`config.mk`:
```
export PLATFORM = sky130hd
export DESIGN_NAME = ex_stage_flat
export DESIGN_NICKNAME = d
export VERILOG_FILES = /design/src/rtl/ex_stage_pkg.sv /design/src/rtl/ex_stage_if.sv /design/src/rtl/ex_stage_alu16.sv /design/src/rtl/ex_stage.sv /design/src/flat_wrapper.sv
export SDC_FILE = /design/constraint.sdc
export NUM_CORES = 1
export LEC_CHECK = 0
export CORE_MARGIN = 2
export CORE_UTILIZATION = 50
export DETAILED_ROUTE_END_ITERATION = 16
export PLACE_DENSITY_LB_ADDON = 0.12
export RECOVER_POWER = 25
export SYNTH_ARGS = -nofsm -noshare
export SYNTH_HDL_FRONTEND = slang
export SYNTH_SLANG_ARGS = --single-unit
```
`constraint.sdc`:
```
create_clock -name clk -period 5.6 [get_ports clk]
set_input_delay 0.56 -clock clk [delete_from_list [all_inputs] [get_ports clk]]
set_output_delay 0.56 -clock clk [all_outputs]
set_load 0.01 [all_outputs]
```
`src/rtl/ex_stage_pkg.sv`:
```
`default_nettype none
// ============================================================================
// Module      : ex_stage_pkg
// Description : Shared widths, ALU command codes, EX/MEM bundle type and the
//               operand-forwarding select used by the execute stage.
// Revision    : 1.0 - initial release
// ============================================================================
package ex_stage_pkg;

    localparam int DW  = 16;
    localparam int RW  = 3;
    localparam int SHW = 4;

    typedef enum logic [2:0] {
        ALU_ADD = 3'd0,
        ALU_SUB = 3'd1,
        ALU_AND = 3'd2,
        ALU_OR  = 3'd3,
        ALU_NOR = 3'd4,
        ALU_XOR = 3'd5,
        ALU_SHL = 3'd6,
        ALU_SHR = 3'd7
    } alu_cmd_e;

    typedef struct packed {
        logic [DW-1:0] alu_result;
        logic [DW-1:0] store_data;
        logic [RW-1:0] op_dest;
        logic          mem_write_en;
        logic          wb_mux;
        logic          wb_en;
    } ex_mem_t;

    // A load in EX/MEM has no data yet, so it is excluded from the younger path.
    function automatic logic [DW-1:0] fwd_sel(
        input logic [RW-1:0] src,
        input logic [DW-1:0] id_val,
        input logic          exm_wb_en,
        input logic          exm_wb_mux,
        input logic [RW-1:0] exm_dest,
        input logic [DW-1:0] exm_val,
        input logic          mwb_wb_en,
        input logic [RW-1:0] mwb_dest,
        input logic [DW-1:0] mwb_val
    );
        logic [DW-1:0] v;
        v = id_val;
        if (src != '0 && exm_wb_en && !exm_wb_mux && exm_dest == src)
            v = exm_val;
        else if (src != '0 && mwb_wb_en && mwb_dest == src)
            v = mwb_val;
        return v;
    endfunction

endpackage
`default_nettype wire

```
`src/rtl/ex_stage_if.sv`:
```
`default_nettype none
// ============================================================================
// Module      : ex_stage_if
// Description : ID/EX, MEM/WB feedback, hazard and EX/MEM signals of the
//               execute stage; slave modport is the stage, master its drivers.
// Revision    : 1.0 - initial release
// ============================================================================
interface ex_stage_if;
    import ex_stage_pkg::*;

    logic [2:0]    id_ex_alu_cmd;
    logic [DW-1:0] id_ex_rs1_data;
    logic [DW-1:0] id_ex_rs2_data;
    logic [DW-1:0] id_ex_store_data;
    logic [RW-1:0] id_ex_op_dest;
    logic          id_ex_mem_write_en;
    logic          id_ex_wb_mux;
    logic          id_ex_wb_en;
    logic [RW-1:0] fsrc1;
    logic [RW-1:0] fsrc2;
    logic [RW-1:0] fsrc_st;
    logic [RW-1:0] id_rs1_addr;
    logic [RW-1:0] id_rs2_addr;
    logic          mem_wb_wb_en;
    logic [RW-1:0] mem_wb_op_dest;
    logic [DW-1:0] mem_wb_data;
    logic          stall;
    logic [DW-1:0] ex_mem_alu_result;
    logic [DW-1:0] ex_mem_store_data;
    logic [RW-1:0] ex_mem_op_dest;
    logic          ex_mem_mem_write_en;
    logic          ex_mem_wb_mux;
    logic          ex_mem_wb_en;

    modport slave (
        input  id_ex_alu_cmd, id_ex_rs1_data, id_ex_rs2_data, id_ex_store_data,
        input  id_ex_op_dest, id_ex_mem_write_en, id_ex_wb_mux, id_ex_wb_en,
        input  fsrc1, fsrc2, fsrc_st, id_rs1_addr, id_rs2_addr,
        input  mem_wb_wb_en, mem_wb_op_dest, mem_wb_data,
        output stall, ex_mem_alu_result, ex_mem_store_data, ex_mem_op_dest,
        output ex_mem_mem_write_en, ex_mem_wb_mux, ex_mem_wb_en
    );

    modport master (
        output id_ex_alu_cmd, id_ex_rs1_data, id_ex_rs2_data, id_ex_store_data,
        output id_ex_op_dest, id_ex_mem_write_en, id_ex_wb_mux, id_ex_wb_en,
        output fsrc1, fsrc2, fsrc_st, id_rs1_addr, id_rs2_addr,
        output mem_wb_wb_en, mem_wb_op_dest, mem_wb_data,
        input  stall, ex_mem_alu_result, ex_mem_store_data, ex_mem_op_dest,
        input  ex_mem_mem_write_en, ex_mem_wb_mux, ex_mem_wb_en
    );

endinterface
`default_nettype wire

```
`src/rtl/ex_stage_alu16.sv`:
```
`default_nettype none
// ============================================================================
// Module      : alu16
// Description : Combinational 8-operation ALU; shifts use the low SHW bits of b.
// Revision    : 1.0 - initial release
// ============================================================================
module alu16
    import ex_stage_pkg::*;
(
    input  wire logic [2:0]    i_cmd,
    input  wire logic [DW-1:0] i_a,
    input  wire logic [DW-1:0] i_b,
    output      logic [DW-1:0] o_y
);

    always_comb begin
        o_y = '0;
        case (alu_cmd_e'(i_cmd))
            ALU_ADD: o_y = i_a + i_b;
            ALU_SUB: o_y = i_a - i_b;
            ALU_AND: o_y = i_a & i_b;
            ALU_OR:  o_y = i_a | i_b;
            ALU_NOR: o_y = ~(i_a | i_b);
            ALU_XOR: o_y = i_a ^ i_b;
            ALU_SHL: o_y = i_a << i_b[SHW-1:0];
            ALU_SHR: o_y = i_a >> i_b[SHW-1:0];
            default: o_y = '0;
        endcase
    end

endmodule
`default_nettype wire

```
`src/rtl/ex_stage.sv`:
```
`default_nettype none
// ============================================================================
// Module      : ex_stage
// Description : Execute stage: operand/store forwarding, ALU, load-use stall
//               detection and the EX/MEM pipeline register.
// Revision    : 1.0 - initial release
// ============================================================================
module ex_stage
    import ex_stage_pkg::*;
(
    input  wire logic clk,
    input  wire logic rst,
    ex_stage_if.slave bus
);

    ex_mem_t       r_ex_mem;
    logic [DW-1:0] w_op_a;
    logic [DW-1:0] w_op_b;
    logic [DW-1:0] w_store;
    logic [DW-1:0] w_alu_y;

    assign w_op_a  = fwd_sel(bus.fsrc1, bus.id_ex_rs1_data,
                             r_ex_mem.wb_en, r_ex_mem.wb_mux, r_ex_mem.op_dest, r_ex_mem.alu_result,
                             bus.mem_wb_wb_en, bus.mem_wb_op_dest, bus.mem_wb_data);
    assign w_op_b  = fwd_sel(bus.fsrc2, bus.id_ex_rs2_data,
                             r_ex_mem.wb_en, r_ex_mem.wb_mux, r_ex_mem.op_dest, r_ex_mem.alu_result,
                             bus.mem_wb_wb_en, bus.mem_wb_op_dest, bus.mem_wb_data);
    assign w_store = fwd_sel(bus.fsrc_st, bus.id_ex_store_data,
                             r_ex_mem.wb_en, r_ex_mem.wb_mux, r_ex_mem.op_dest, r_ex_mem.alu_result,
                             bus.mem_wb_wb_en, bus.mem_wb_op_dest, bus.mem_wb_data);

    alu16 u_alu (
        .i_cmd (bus.id_ex_alu_cmd),
        .i_a   (w_op_a),
        .i_b   (w_op_b),
        .o_y   (w_alu_y)
    );

    // A load in EX whose result the instruction in ID needs cannot be forwarded in time.
    assign bus.stall = !rst && bus.id_ex_wb_mux && bus.id_ex_wb_en &&
                       (bus.id_ex_op_dest != '0) &&
                       ((bus.id_ex_op_dest == bus.id_rs1_addr) ||
                        (bus.id_ex_op_dest == bus.id_rs2_addr));

    always_ff @(posedge clk) begin
        if (rst) begin
            r_ex_mem <= '0;
        end else begin
            r_ex_mem.alu_result   <= w_alu_y;
            r_ex_mem.store_data   <= w_store;
            r_ex_mem.op_dest      <= bus.id_ex_op_dest;
            r_ex_mem.mem_write_en <= bus.id_ex_mem_write_en;
            r_ex_mem.wb_mux       <= bus.id_ex_wb_mux;
            r_ex_mem.wb_en        <= bus.id_ex_wb_en;
        end
    end

    assign bus.ex_mem_alu_result   = r_ex_mem.alu_result;
    assign bus.ex_mem_store_data   = r_ex_mem.store_data;
    assign bus.ex_mem_op_dest      = r_ex_mem.op_dest;
    assign bus.ex_mem_mem_write_en = r_ex_mem.mem_write_en;
    assign bus.ex_mem_wb_mux       = r_ex_mem.wb_mux;
    assign bus.ex_mem_wb_en        = r_ex_mem.wb_en;

endmodule
`default_nettype wire

```
`src/flat_wrapper.sv`:
```
// flat-port wrapper written by rule: the top's interface ports become plain ports
module ex_stage_flat import ex_stage_pkg::*;
  (clk, rst, bus_id_ex_alu_cmd, bus_id_ex_rs1_data, bus_id_ex_rs2_data, bus_id_ex_store_data, bus_id_ex_op_dest, bus_id_ex_mem_write_en, bus_id_ex_wb_mux, bus_id_ex_wb_en, bus_fsrc1, bus_fsrc2, bus_fsrc_st, bus_id_rs1_addr, bus_id_rs2_addr, bus_mem_wb_wb_en, bus_mem_wb_op_dest, bus_mem_wb_data, bus_stall, bus_ex_mem_alu_result, bus_ex_mem_store_data, bus_ex_mem_op_dest, bus_ex_mem_mem_write_en, bus_ex_mem_wb_mux, bus_ex_mem_wb_en);
  ex_stage_if bus_i ();
  input  wire logic clk;
  input  wire logic rst;
  input wire logic [$bits(bus_i.id_ex_alu_cmd)-1:0] bus_id_ex_alu_cmd;
  input wire logic [$bits(bus_i.id_ex_rs1_data)-1:0] bus_id_ex_rs1_data;
  input wire logic [$bits(bus_i.id_ex_rs2_data)-1:0] bus_id_ex_rs2_data;
  input wire logic [$bits(bus_i.id_ex_store_data)-1:0] bus_id_ex_store_data;
  input wire logic [$bits(bus_i.id_ex_op_dest)-1:0] bus_id_ex_op_dest;
  input wire logic [$bits(bus_i.id_ex_mem_write_en)-1:0] bus_id_ex_mem_write_en;
  input wire logic [$bits(bus_i.id_ex_wb_mux)-1:0] bus_id_ex_wb_mux;
  input wire logic [$bits(bus_i.id_ex_wb_en)-1:0] bus_id_ex_wb_en;
  input wire logic [$bits(bus_i.fsrc1)-1:0] bus_fsrc1;
  input wire logic [$bits(bus_i.fsrc2)-1:0] bus_fsrc2;
  input wire logic [$bits(bus_i.fsrc_st)-1:0] bus_fsrc_st;
  input wire logic [$bits(bus_i.id_rs1_addr)-1:0] bus_id_rs1_addr;
  input wire logic [$bits(bus_i.id_rs2_addr)-1:0] bus_id_rs2_addr;
  input wire logic [$bits(bus_i.mem_wb_wb_en)-1:0] bus_mem_wb_wb_en;
  input wire logic [$bits(bus_i.mem_wb_op_dest)-1:0] bus_mem_wb_op_dest;
  input wire logic [$bits(bus_i.mem_wb_data)-1:0] bus_mem_wb_data;
  output wire logic [$bits(bus_i.stall)-1:0] bus_stall;
  output wire logic [$bits(bus_i.ex_mem_alu_result)-1:0] bus_ex_mem_alu_result;
  output wire logic [$bits(bus_i.ex_mem_store_data)-1:0] bus_ex_mem_store_data;
  output wire logic [$bits(bus_i.ex_mem_op_dest)-1:0] bus_ex_mem_op_dest;
  output wire logic [$bits(bus_i.ex_mem_mem_write_en)-1:0] bus_ex_mem_mem_write_en;
  output wire logic [$bits(bus_i.ex_mem_wb_mux)-1:0] bus_ex_mem_wb_mux;
  output wire logic [$bits(bus_i.ex_mem_wb_en)-1:0] bus_ex_mem_wb_en;
  assign bus_i.id_ex_alu_cmd = bus_id_ex_alu_cmd;
  assign bus_i.id_ex_rs1_data = bus_id_ex_rs1_data;
  assign bus_i.id_ex_rs2_data = bus_id_ex_rs2_data;
  assign bus_i.id_ex_store_data = bus_id_ex_store_data;
  assign bus_i.id_ex_op_dest = bus_id_ex_op_dest;
  assign bus_i.id_ex_mem_write_en = bus_id_ex_mem_write_en;
  assign bus_i.id_ex_wb_mux = bus_id_ex_wb_mux;
  assign bus_i.id_ex_wb_en = bus_id_ex_wb_en;
  assign bus_i.fsrc1 = bus_fsrc1;
  assign bus_i.fsrc2 = bus_fsrc2;
  assign bus_i.fsrc_st = bus_fsrc_st;
  assign bus_i.id_rs1_addr = bus_id_rs1_addr;
  assign bus_i.id_rs2_addr = bus_id_rs2_addr;
  assign bus_i.mem_wb_wb_en = bus_mem_wb_wb_en;
  assign bus_i.mem_wb_op_dest = bus_mem_wb_op_dest;
  assign bus_i.mem_wb_data = bus_mem_wb_data;
  assign bus_stall = bus_i.stall;
  assign bus_ex_mem_alu_result = bus_i.ex_mem_alu_result;
  assign bus_ex_mem_store_data = bus_i.ex_mem_store_data;
  assign bus_ex_mem_op_dest = bus_i.ex_mem_op_dest;
  assign bus_ex_mem_mem_write_en = bus_i.ex_mem_mem_write_en;
  assign bus_ex_mem_wb_mux = bus_i.ex_mem_wb_mux;
  assign bus_ex_mem_wb_en = bus_i.ex_mem_wb_en;
  ex_stage u_core (.clk(clk), .rst(rst), .bus(bus_i));
endmodule
```
[After elaboration in Yosys (flattened, before gate mapping)]
Cells that the tools add are included.
Storage, ports and cells
  flip-flop bits (word level): 38
  input port bits: 94
  output and inout bits: 39
  word-level logic and storage cells: 63
Cells by class
  add/subtract/negate cells: 2
  equal/unequal tests: 15
  shifts and indexed selects: 2
  mux-type cells: 7
  bitwise operators: 4
  reduce and logical (&&, ||, !) cells: 27
Operator list (number)
  $pmux 16 s8: 1
  $mux 16: 6
  $eq 3x3->1: 8
  $logic_and 1x1->1: 19
  $add 16x16->16: 1
  $and 16x16->16: 1
  $not 16->16: 1
  $or 16x16->16: 1
  $shl 16x4->16: 1
  $shr 16x4->16: 1
  $sub 16x16->16: 1
  $xor 16x16->16: 1
  $eq 3x3->1 const B: 4
  $reduce_bool 3->1: 4
  $eq 3x2->1 const B: 2
  $eq 3x1->1 const B: 1
  $logic_not 3->1: 1
  $logic_not 1->1: 2
  $logic_or 1x1->1: 1

[Depth between registers and ports, before layout]
  depth after elaboration: 8
  gate-level depth with buffers: 23
  gate-level depth less buffers: 20

[Modules after synthesis]
Synthesis repeated with hierarchy kept, for this count alone.
Unflattened totals
  cells, all modules: 844
  area total of the unflattened synthesis: 6127.1 sq um
By module, submodules not included
  alu16: times used 1, cells an instance 495, area each 3320.7 sq um, seq. area each 0.0 sq um
  ex_stage: times used 1, cells an instance 349, area each 2806.4 sq um, seq. area each 760.7 sq um

[Worst setup path after synthesis]
No wires, ideal clock.
  path type: input-to-reg
  start point: input port bus_mem_wb_op_dest[2]
  end point: register u_core.r_ex_mem, in the netlist u_core.bus.ex_mem_alu_result[15]
  library setup time: 0.137 ns
  data arrival time: 4.716 ns
  data required time: 5.463 ns
  slack: 0.747 ns
  stages: 22
  buffers on the path: 5
  path through: buf_2 -> nor4b_4 -> o211ai_2 -> buf_6 -> nand3_1 -> a31o_2 -> buf_2 -> buf_1 -> buf_2 -> ha_1 -> nand2_1 -> o31ai_1 -> xnor2_1 -> ha_1 -> and2_1 -> a31o_2 -> o31ai_1 -> o21ai_0 -> a21o_1 -> a21oi_1 -> or4_1 -> o221ai_1
On the way
  longest elaborated chain between the ends: 7
  elaborated cells on any way between the ends: 17
  those cells by class: add/sub: 2; eq/ne: 2; shift: 2; mux: 5; bitwise: 4; reduce/logical: 2
Ends and longest elaborated chain
  from (decl): RTL line flat_wrapper.sv:21  | input wire logic [$bits(bus_i.mem_wb_op_dest)-1:0] bus_mem_wb_op_dest;
  parallel branches: the longest is 6 deep, another holds $sub 16x16->16
  $pmux 16 s8 (*): RTL line ex_stage_alu16.sv:18  | case (alu_cmd_e'(i_cmd))
  to (decl): RTL line ex_stage.sv:16  | ex_mem_t r_ex_mem;
Mark *: on every way between the ends.
A chain may end at the register's enable or synchronous reset.

[Worst setup path in the final report]
Same ends and word-level chain as after synthesis.

==> qor.txt <==
status: finished, final reports clean
clock buffer count from CTS: 5
Reg clk slew, reported paths: 0.06 ns
Residual DRC: 0
Yosys warning count: 0
Slew HR: 17.3%
Hold Fails Final Rpt: 0
crit path launch type: primary input
Skew-Pair Late Insertion Delay: 0.29 ns
crit end category: flip-flop
most frequent cells after synthesis: nor2_1, nand2_1, mux2i_1, a21oi_1, ha_1
post-CTS setup repair buffer count: 0
Placer Congestion: 0.992
first-pass GRT wire length: 37200 um
Mapped Area: 5810 um2
IR Drop Worst-Case VDD: 0.000171 V
most numerous cell in the Yosys netlist: nor2_1
share of Yosys cell area claimed by the top area cell type: 13.1%
final WL: 24200 um
Slew Viols, Final: 0
DP Area: 7350 um2
Synth Area in Compound Gates: 29.7%
P&R area growth vs syn: 29.3%
Post-Route Skew: 0.0107 ns
Final Cycle Share: 95.1%
Worst Path Arrival: 5.47 ns
Simple-Gate Fraction of Synth Area: 22.0%
Pre-antenna DRT Iters: 6
layout cells sized above 1: 7.67%
post-synthesis mux area share: 11.3%
class of the worst hold path: flip-flop to flip-flop
Seq/Total Area, Yosys: 13.1%
die area: 12500 um2
DRT iter0 DRCs: 1166
Final setup viols: 0
CTS hold repair buffers: 0
Final Cell Area: 7520 um2
WS Path Type: primary input to flip-flop
Final Util: 66.1%
vias in the first global route: 6770
post-synth cell types: 77
main combinational cell family by area after synthesis: compound AO/OA/AOI/OAI gates
Power per Cell Area: 197 nW/um2
CTS sink count: 38
# diodes: 0
Post-synth EDFFs: 0
I/O pin count: 133
max frequency: 188 MHz
Final Critical Period: 5.32 ns
HPWL after detailed placement: 18700 um
row count: 39
syn_area_per_cell: 7.21 um2
xor/xnor share of the synthesized area: 6.74%
setup_tns: 0 ns
Crit Path Max Fanout: 9
chip height: 112 um
global route overflow: 0
post-synthesis adder-cell area fraction: 10.7%
via-per-instance ratio: 6.55
#FFs+latches synth: 38
Max clock buf depth: 2
Post-synth ARST share: 0%
CTS tree: built
Starting Density: 51.1%
biggest area consumer among synthesized cells: dfxtp_1
ys flop type: dfxtp_1
initial antenna violation count: 0
Antenna Nets Post-Route: 0
number of H-tree levels: 2
largest net degree at the start of global routing: 41
Synth area leaders: dfxtp_1, mux2i_1, ha_1, a21oi_1, nor2_1
core area: 11400 um2
via count: 6997
root buffer cell: clkbuf_16
Die X-Extent: 112 um
# port buffers: 132
Worst Tran Pin Value: 1.24 ns
final net count: 1068
Static Leakage: 3.10 nW
cells after synthesis: 806
setup repair after global routing missed its margin: false
Overall Global Routing Usage: 37.2%
drt wl/cell: 22.6 um
PostCTS Resize Cnt: 0
syn nets: 949
Req. time, crit path: 5.75 ns
Max Cap Viol: 0
final timing paths:
| path | startpoint | to | slack [ns] | depth (start not counted) |
|---|---|---|---|---|
| worst max-delay path | bus_mem_wb_op_dest[2] | u_core.bus.ex_mem_alu_result[15] | 0.28 | 19 |
| worst max register to register | u_core.bus.ex_mem_wb_en | u_core.bus.ex_mem_alu_result[15] | 0.69 | 17 |
| worst min-delay path | u_core.bus.ex_mem_alu_result[5] | u_core.bus.ex_mem_store_data[5] | 0.54 | 2 |
| worst min register to register | u_core.bus.ex_mem_alu_result[5] | u_core.bus.ex_mem_store_data[5] | 0.54 | 2 |
logic make-up (layout without fill, tap and decap cells):
family / count (synthesis) / count (layout)
adder cells (fa/ha/maj): 49 / 49
buffers and inverters: 96 / 216
flip-flops: 38 / 38
XOR/XNOR: 43 / 43
AO/OA/AOI/OAI: 251 / 251
multiplexers: 65 / 65
AND/OR/NAND/NOR: 264 / 264
cells in the final DEF, fill, tap and decap left out, types with 4 or more instances in the layout:
master	n
clkdlybuf4s50_1	118
nor2_1	74
nand2_1	69
mux2i_1	62
a21oi_1	56
ha_1	48
o21ai_0	45
inv_1	43
dfxtp_1	38
buf_4	32
nor3_1	30
a211oi_1	28
xnor2_1	27
nand3_1	26
a31oi_1	22
o22ai_1	18
nand2b_1	17
xor2_1	14
dlygate4sd3_1	14
nor2b_1	10
o211ai_1	9
a221oi_1	9
and3_1	7
or3_1	7
o31ai_1	7
a21o_1	6
and2_1	5
clkbuf_16	5
o31ai_4	4
a31o_2	4
state kept, by name, summed over array words and instances, names as in the netlist:
register / cells
u_core.bus.ex_mem_alu_result: 16
u_core.bus.ex_mem_store_data: 16
u_core.bus.ex_mem_op_dest: 3
u_core.bus.ex_mem_mem_write_en: 1
u_core.bus.ex_mem_wb_en: 1
u_core.bus.ex_mem_wb_mux: 1
layer usage:
| layer | global-route usage (%) | up-vias | wire length (um) |
|---|---|---|---|
| met5 | 0 | - | 0 |
| met4 | 17.4 | 0 | 1120 |
| met3 | 5.88 | 83 | 2420 |
| met2 | 61.7 | 487 | 11200 |
| met1 | 47.2 | 3240 | 9440 |
| li1 | - | 3187 | - |
power breakdown:
part,internal (mW),switching [mW]
clock network,0.211,0.123
registers,0.297,0.0300
logic,0.350,0.471
total,0.858,0.625
worst max-delay path, cell delays in order:
cell and delay [ns]:
clkdlybuf4s50_1 0.69, xnor2_1 0.18, nand4_1 0.38, buf_4 0.31
nand2_1 0.24, a21oi_1 0.11, a21oi_1 0.57, inv_1 0.21
nand3_1 0.12, o31ai_1 0.09, xnor2_1 0.15, ha_1 0.27
or3_1 0.32, o31ai_1 0.39, o21ai_0 0.24, a21o_1 0.22
a21oi_1 0.18, or4_1 0.14, o221ai_1 0.10
area by class of cell:
cell class	instances	area, um2
clock inverter	2	37.5
multi-input combinational	672	4680
sequential	38	761
clock buffer	6	129
inverter	44	165
fill	959	3850
tap	143	179
timing repair buffer	164	1560
stage by stage:
| step | total power, mW | setup slack, ns | hold slack (ns) | instances |
|---|---|---|---|---|
| floorplan | 0.810 | 0.747 | 0.539 | 806 |
| global placement | 1.11 | 0.353 | 0.522 | 1061 |
| detailed placement | 1.12 | 0.169 | 0.536 | 1061 |
| CTS | 1.45 | 0.442 | 0.539 | 1069 |
| global route | 1.54 | 0.0786 | 0.568 | 1069 |
| finish | 1.48 | 0.277 | 0.540 | 1069 |
Note: power is estimated with default switching activity, not from simulation.
